`src/rtl/split_target_port_fifo.sv`:
```
// rtl/split_target_port_fifo.sv - split-transaction target port: TX FIFO + LSB-first serialiser, RX deserialiser
// Optional even-parity framing enabled by defining SPLIT_PORT_PARITY_EN.
module split_target_port_fifo #(
    parameter int DATA_WIDTH    = 8,
    parameter int TX_FIFO_DEPTH = 4,
    parameter int HALF_DUPLEX   = 1
) (
    input  logic                           clk,
    input  logic                           rst,
    input  logic [DATA_WIDTH-1:0]          target_data_out,
    input  logic                           target_data_out_valid,
    output logic                           target_data_out_ready,
    output logic [$clog2(TX_FIFO_DEPTH):0] tx_fifo_count,
    output logic                           bus_data_out,
    output logic                           bus_data_out_valid,
    input  logic                           bus_data_in,
    input  logic                           bus_data_in_valid,
    output logic [DATA_WIDTH-1:0]          target_data_in,
    output logic                           target_data_in_valid,
    input  logic                           split_req,
    output logic                           arbiter_split_req,
    input  logic                           arbiter_grant,
    output logic                           split_grant
`ifdef SPLIT_PORT_PARITY_EN
    ,
    output logic                           rx_parity_err
`endif
);

`ifdef SPLIT_PORT_PARITY_EN
    localparam int PAR = 1;
`else
    localparam int PAR = 0;
`endif
    localparam int FW = DATA_WIDTH + PAR;
    localparam int AW = $clog2(TX_FIFO_DEPTH);
    localparam int BW = $clog2(DATA_WIDTH) + 1;
    localparam logic [BW-1:0] LAST    = BW'(FW - 1);
    localparam logic [AW:0]   DEPTH_C = (AW + 1)'(TX_FIFO_DEPTH);

    typedef enum logic [1:0] {IDLE, REQ, GRANTED} state_t;
    state_t state;

    logic [DATA_WIDTH-1:0] mem [TX_FIFO_DEPTH];
    logic [AW-1:0]         wr_ptr, rd_ptr;
    logic                  push, pop, fifo_empty, tx_permit, tx_busy, tx_last, rx_sample;
    logic [FW-1:0]         tx_frame, tx_shift, rx_shift, rx_next;
    logic [BW-1:0]         tx_cnt, rx_cnt;

    assign tx_busy               = bus_data_out_valid;
    assign fifo_empty            = (tx_fifo_count == '0);
    assign target_data_out_ready = (tx_fifo_count != DEPTH_C);
    assign push                  = target_data_out_valid && target_data_out_ready;
    assign tx_permit             = (state == IDLE && !split_req) || (state == GRANTED);
    assign tx_last               = tx_busy && (tx_cnt == LAST);
    assign pop                   = !fifo_empty && (!tx_busy || tx_last) && tx_permit;
    assign rx_sample             = bus_data_in_valid && !((HALF_DUPLEX != 0) && tx_busy);

`ifdef SPLIT_PORT_PARITY_EN
    assign tx_frame = {^mem[rd_ptr], mem[rd_ptr]};
`else
    assign tx_frame = mem[rd_ptr];
`endif

    always_ff @(posedge clk) begin
        if (push) mem[wr_ptr] <= target_data_out;
    end

    always_ff @(posedge clk) begin
        if (rst) begin
            wr_ptr        <= '0;
            rd_ptr        <= '0;
            tx_fifo_count <= '0;
        end else begin
            if (push) wr_ptr <= wr_ptr + AW'(1);
            if (pop)  rd_ptr <= rd_ptr + AW'(1);
            case ({push, pop})
                2'b10:   tx_fifo_count <= tx_fifo_count + (AW + 1)'(1);
                2'b01:   tx_fifo_count <= tx_fifo_count - (AW + 1)'(1);
                default: tx_fifo_count <= tx_fifo_count;
            endcase
        end
    end

    // A pop on the last bit reloads the shifter so consecutive frames run without a gap.
    always_ff @(posedge clk) begin
        if (rst) begin
            bus_data_out       <= 1'b0;
            bus_data_out_valid <= 1'b0;
            tx_shift           <= '0;
            tx_cnt             <= '0;
        end else if (pop) begin
            bus_data_out       <= tx_frame[0];
            bus_data_out_valid <= 1'b1;
            tx_shift           <= tx_frame >> 1;
            tx_cnt             <= '0;
        end else if (tx_last) begin
            bus_data_out_valid <= 1'b0;
            tx_cnt             <= '0;
        end else if (tx_busy) begin
            bus_data_out <= tx_shift[0];
            tx_shift     <= tx_shift >> 1;
            tx_cnt       <= tx_cnt + BW'(1);
        end
    end

    always_comb begin
        rx_next = rx_shift;
        for (int i = 0; i < FW; i++) begin
            if (rx_cnt == BW'(i)) rx_next[i] = bus_data_in;
        end
    end

    always_ff @(posedge clk) begin
        if (rst) begin
            rx_shift             <= '0;
            rx_cnt               <= '0;
            target_data_in       <= '0;
            target_data_in_valid <= 1'b0;
`ifdef SPLIT_PORT_PARITY_EN
            rx_parity_err        <= 1'b0;
`endif
        end else begin
            target_data_in_valid <= 1'b0;
`ifdef SPLIT_PORT_PARITY_EN
            rx_parity_err        <= 1'b0;
`endif
            if (rx_sample) begin
                rx_shift <= rx_next;
                if (rx_cnt == LAST) begin
                    rx_cnt <= '0;
`ifdef SPLIT_PORT_PARITY_EN
                    if (^rx_next) begin
                        rx_parity_err <= 1'b1;
                    end else begin
                        target_data_in       <= rx_next[DATA_WIDTH-1:0];
                        target_data_in_valid <= 1'b1;
                    end
`else
                    target_data_in       <= rx_next[DATA_WIDTH-1:0];
                    target_data_in_valid <= 1'b1;
`endif
                end else begin
                    rx_cnt <= rx_cnt + BW'(1);
                end
            end
        end
    end

    always_ff @(posedge clk) begin
        if (rst) begin
            state             <= IDLE;
            arbiter_split_req <= 1'b0;
            split_grant       <= 1'b0;
        end else begin
            case (state)
                IDLE: if (split_req && !fifo_empty) begin
                    state             <= REQ;
                    arbiter_split_req <= 1'b1;
                end
                REQ: if (!split_req) begin
                    state             <= IDLE;
                    arbiter_split_req <= 1'b0;
                end else if (arbiter_grant) begin
                    state       <= GRANTED;
                    split_grant <= 1'b1;
                end
                GRANTED: if (fifo_empty && !tx_busy) begin
                    state             <= IDLE;
                    arbiter_split_req <= 1'b0;
                    split_grant       <= 1'b0;
                end else if (!arbiter_grant) begin
                    state       <= REQ;
                    split_grant <= 1'b0;
                end
                default: begin
                    state             <= IDLE;
                    arbiter_split_req <= 1'b0;
                    split_grant       <= 1'b0;
                end
            endcase
        end
    end

endmodule

```
`config.mk`:
```
export PLATFORM = sky130hd
export DESIGN_NAME = split_target_port_fifo
export DESIGN_NICKNAME = d
export VERILOG_FILES = /design/src/rtl/split_target_port_fifo.sv
export SDC_FILE = /design/constraint.sdc
export NUM_CORES = 1
export LEC_CHECK = 0
export CAP_MARGIN = 0
export CORE_MARGIN = 10
export CORE_UTILIZATION = 51
export CTS_CLUSTER_SIZE = 12
export DETAILED_ROUTE_END_ITERATION = 10
export PLACE_DENSITY = 0.75
export RECOVER_POWER = 25
export SYNTH_ARGS = -nofsm -noshare
export SYNTH_HDL_FRONTEND = slang
export SYNTH_SLANG_ARGS = --single-unit
```
`constraint.sdc`:
```
create_clock -name clk -period 2.9 [get_ports clk]
set_clock_uncertainty 0.2 [all_clocks]
set_input_delay 0.58 -clock clk [delete_from_list [all_inputs] [get_ports clk]]
set_output_delay 0.58 -clock clk [all_outputs]
set_load 0.1 [all_outputs]
```
==> impl_metrics.env <==
export IMPL_numClockSinks=78
export IMPL_grt_pass1_wl_um=10100
export IMPL_layout_drive_gt1_share_pct=16.5
export IMPL_antenna_cells=0
export IMPL_end_kind="flop"
export IMPL_drt_iter0_markers=97
export IMPL_nFillCells=521
export IMPL_vias=2242
export IMPL_clkPwrFrac_pct=22.3
export IMPL_vias_per_cell=5.47
export IMPL_num_rows=29
export IMPL_core_region_area_um2=6280
export IMPL_grt_antenna_before_repair=0
export IMPL_fp_dieH_um=100
export IMPL_ioPinCount=32
export IMPL_synth_warnings=0
export IMPL_final_cell_mix="47 x nand2_1, 42 x dfxtp_1, 32 x edfxtp_1, 25 x a21oi_1, 21 x buf_4"
export IMPL_fin_ws_ps=77.5
export IMPL_drv_slew=0
export IMPL_start_kind="input pin"
export IMPL_cts_buffer_depth=2
export IMPL_powerDensity_nw_per_um2=853
export IMPL_power_uw=3240
export IMPL_fin_crit_sh_pct=97.3
export IMPL_async_flop_share_pct=0
export IMPL_area_delta_synth_final_pct=16.0
export IMPL_ant_nets=0
export IMPL_hpwlAfterDp_um=4120
export IMPL_floorplan_initialDensity_pct=52.1
export IMPL_fin_nets=354
export IMPL_finalHoldViolCount=0
export IMPL_finalWeightedCongestion=0.795
export IMPL_tightestPinTransition_ps=707
export IMPL_maxCapViolations=0
export IMPL_status="finished clean"
export IMPL_yosys_register_bits=78
export IMPL_postCtsSetupRepairBufs=0
export IMPL_syn_inst=297
export IMPL_combPwrFrac_pct=32.3
export IMPL_insertion_delay_ps=350
export IMPL_placed_cells=394
export IMPL_die_area_um2=10000
export IMPL_avgSynthCellArea_um2=11.0
export IMPL_grt_usage_pct=12.5
export IMPL_rsz0062_at_grt="no"
export IMPL_numCtsBuffers=9
export IMPL_p_leak_uw=0.00141
export IMPL_die_w_um=100
export IMPL_instances_no_fill=410
export IMPL_drt_first_pass_iters=4
export IMPL_synth_flop_cell="dfxtp_1"
export IMPL_post_place_ws_ps=-262
export IMPL_critical_path_class="in -> reg"
export IMPL_internal_power_uw=2010
export IMPL_switching_share_pct=38.0
export IMPL_setup_viol=0
export IMPL_grt_max_degree=26
export IMPL_synth_area_um2=3270
export IMPL_h_tree_depth=3
export IMPL_grt_overflow=0
export IMPL_grt_pass1_vias=2211
export IMPL_synthesis_nets=323
export IMPL_slew_limit_headroom_pct=52.7
export IMPL_seq_area_frac_synth_pct=57.5
export IMPL_clk_pin_slew_ps=80
export IMPL_fin_tns_setup_ps=0
export IMPL_fmax_ghz=0.354
export IMPL_crit_fanout=4
export IMPL_critPathRequiredTime_ps=2970
export IMPL_power_switching_uw=1230
export IMPL_port_buffers=31
export IMPL_post_route_drc_count=0
export IMPL_cp_arrival_ps=2890
export IMPL_cts_tree="built"
export IMPL_avgRoutedWirePerCell_um=14.5
export IMPL_synth_edff_count=32
export IMPL_period_minus_slack_ps=2820
export IMPL_hold_class="reg -> reg"
export IMPL_final_common_cell="nand2_1"
export IMPL_seq_power_share_pct=45.4
export IMPL_multiInputGateArea_um2=1280
export IMPL_routed_wl_um=5950
export IMPL_ir_drop_v=0.000722
export IMPL_root_buffer="clkbuf_8"
export IMPL_yosysUniqueCellTypes=39
export IMPL_seqCellArea_um2=1890
-- timing repair --
| action | in CTS | in global routing |
|---|---|---|
| resized for setup | 0 | 1 |
| endpoints found under the setup margin | 0 | 1 |
| hold buffers | 0 | 0 |
-- worst max-delay path, cell delays in order --
cell and delay (ps):
clkdlybuf4s50_1 440, nor2b_1 180, or3_1 330, nor2_1 130, ha_2 190, inv_1 50
fa_1 360, xor2_1 160, or3_1 310, a21oi_1 140
-- final cells by class --
type                    instances  share of cell area, %
inverters                      13                   1.29
clock inverters                 6                   1.22
clock buffers                  10                   3.36
well taps                      77                   2.54
multi-input cells             191                   33.8
repair buffers                 35                   7.84
flip-flops and latches         78                   49.9
-- kinds of logic (layout without fill, tap and decap cells) --
kind of cell             after synthesis  count (layout)  synth area share [%]
AND/OR/NAND/NOR                      102             102                  15.0
flip-flops                            78              78                  57.5
XOR/XNOR                               8               8                  2.14
AO/OA/AOI/OAI                         54              54                  9.60
multiplexers                          16              16                  7.95
adder cells (fa/ha/maj)               11              11                  4.43
buffers and inverters                 28              64                  3.40
-- state kept, by name, indices dropped and copies added (netlist names), 2 cells and up, named ones only --
signal          count
mem                32
target_data_in      8
rx_shift            7
tx_shift            7
rx_cnt              4
tx_cnt              4
tx_fifo_count       3
rd_ptr              2
state               2
wr_ptr              2
-- cell usage after synthesis (2+ instances only) --
master / instances / area [um^2]
dfxtp_1: 46 / 921
and3_1: 4 / 25.0
ha_1: 10 / 125
nand4_1: 2 / 12.5
nor2b_1: 4 / 25.0
a211oi_1: 8 / 60.1
inv_1: 12 / 45.0
nand2_1: 47 / 176
a31oi_1: 3 / 18.8
and2_1: 3 / 18.8
xnor2_1: 3 / 26.3
o21ai_0: 11 / 55.1
nand3_1: 8 / 40.0
nor3_1: 4 / 20.0
nor2_1: 18 / 67.6
buf_2: 5 / 25.0
or3_1: 3 / 18.8
a21oi_1: 25 / 125
xor2_1: 5 / 43.8
edfxtp_1: 32 / 961
mux4_2: 8 / 180
or4_1: 2 / 15.0
clkbuf_1: 10 / 37.5
mux2i_1: 8 / 80.1
nor3_2: 2 / 20.0
-- power groups by stage --
stage | registers (uW) | clock network (uW) | logic [uW]
after floorplan | 1670 | 0 | 629
after global placement | 1490 | 0 | 1030
after detailed placement | 1500 | 0 | 1050
after CTS | 1470 | 748 | 1050
after global routing | 1500 | 789 | 1140
final | 1470 | 721 | 1050
-- through the flow --
step | utilization, % | hold WS (ps) | cell area, um^2
global route | 60.5 | 278 | 3800
detailed placement | 57.7 | 244 | 3620
CTS | 60.4 | 261 | 3790
finish | 60.5 | 257 | 3800
floorplan | - | 236 | 3290
global placement | 57.7 | 236 | 3620
-- layer usage --
layer / routed length, um / up-vias / track usage (%)
li1: - / 1116 / -
met5: 0 / - / 0
met3: 303 / 16 / 4.05
met1: 2720 / 1061 / 15.4
met4: 144 / 0 / 7.61
met2: 2780 / 49 / 18.5
-- worst paths after layout --
kind / cells after the start / from / slack, ps / end
worst min register to register: 2 / target_data_in[2] / 260 / target_data_in[2]
worst max register to register: 9 / tx_fifo_count[0] / 340 / tx_fifo_count[2]
worst min-delay path: 2 / target_data_in[2] / 260 / target_data_in[2]
worst max-delay path: 10 / split_req / 80 / tx_fifo_count[2]
Power figures use the tool's default switching activity.
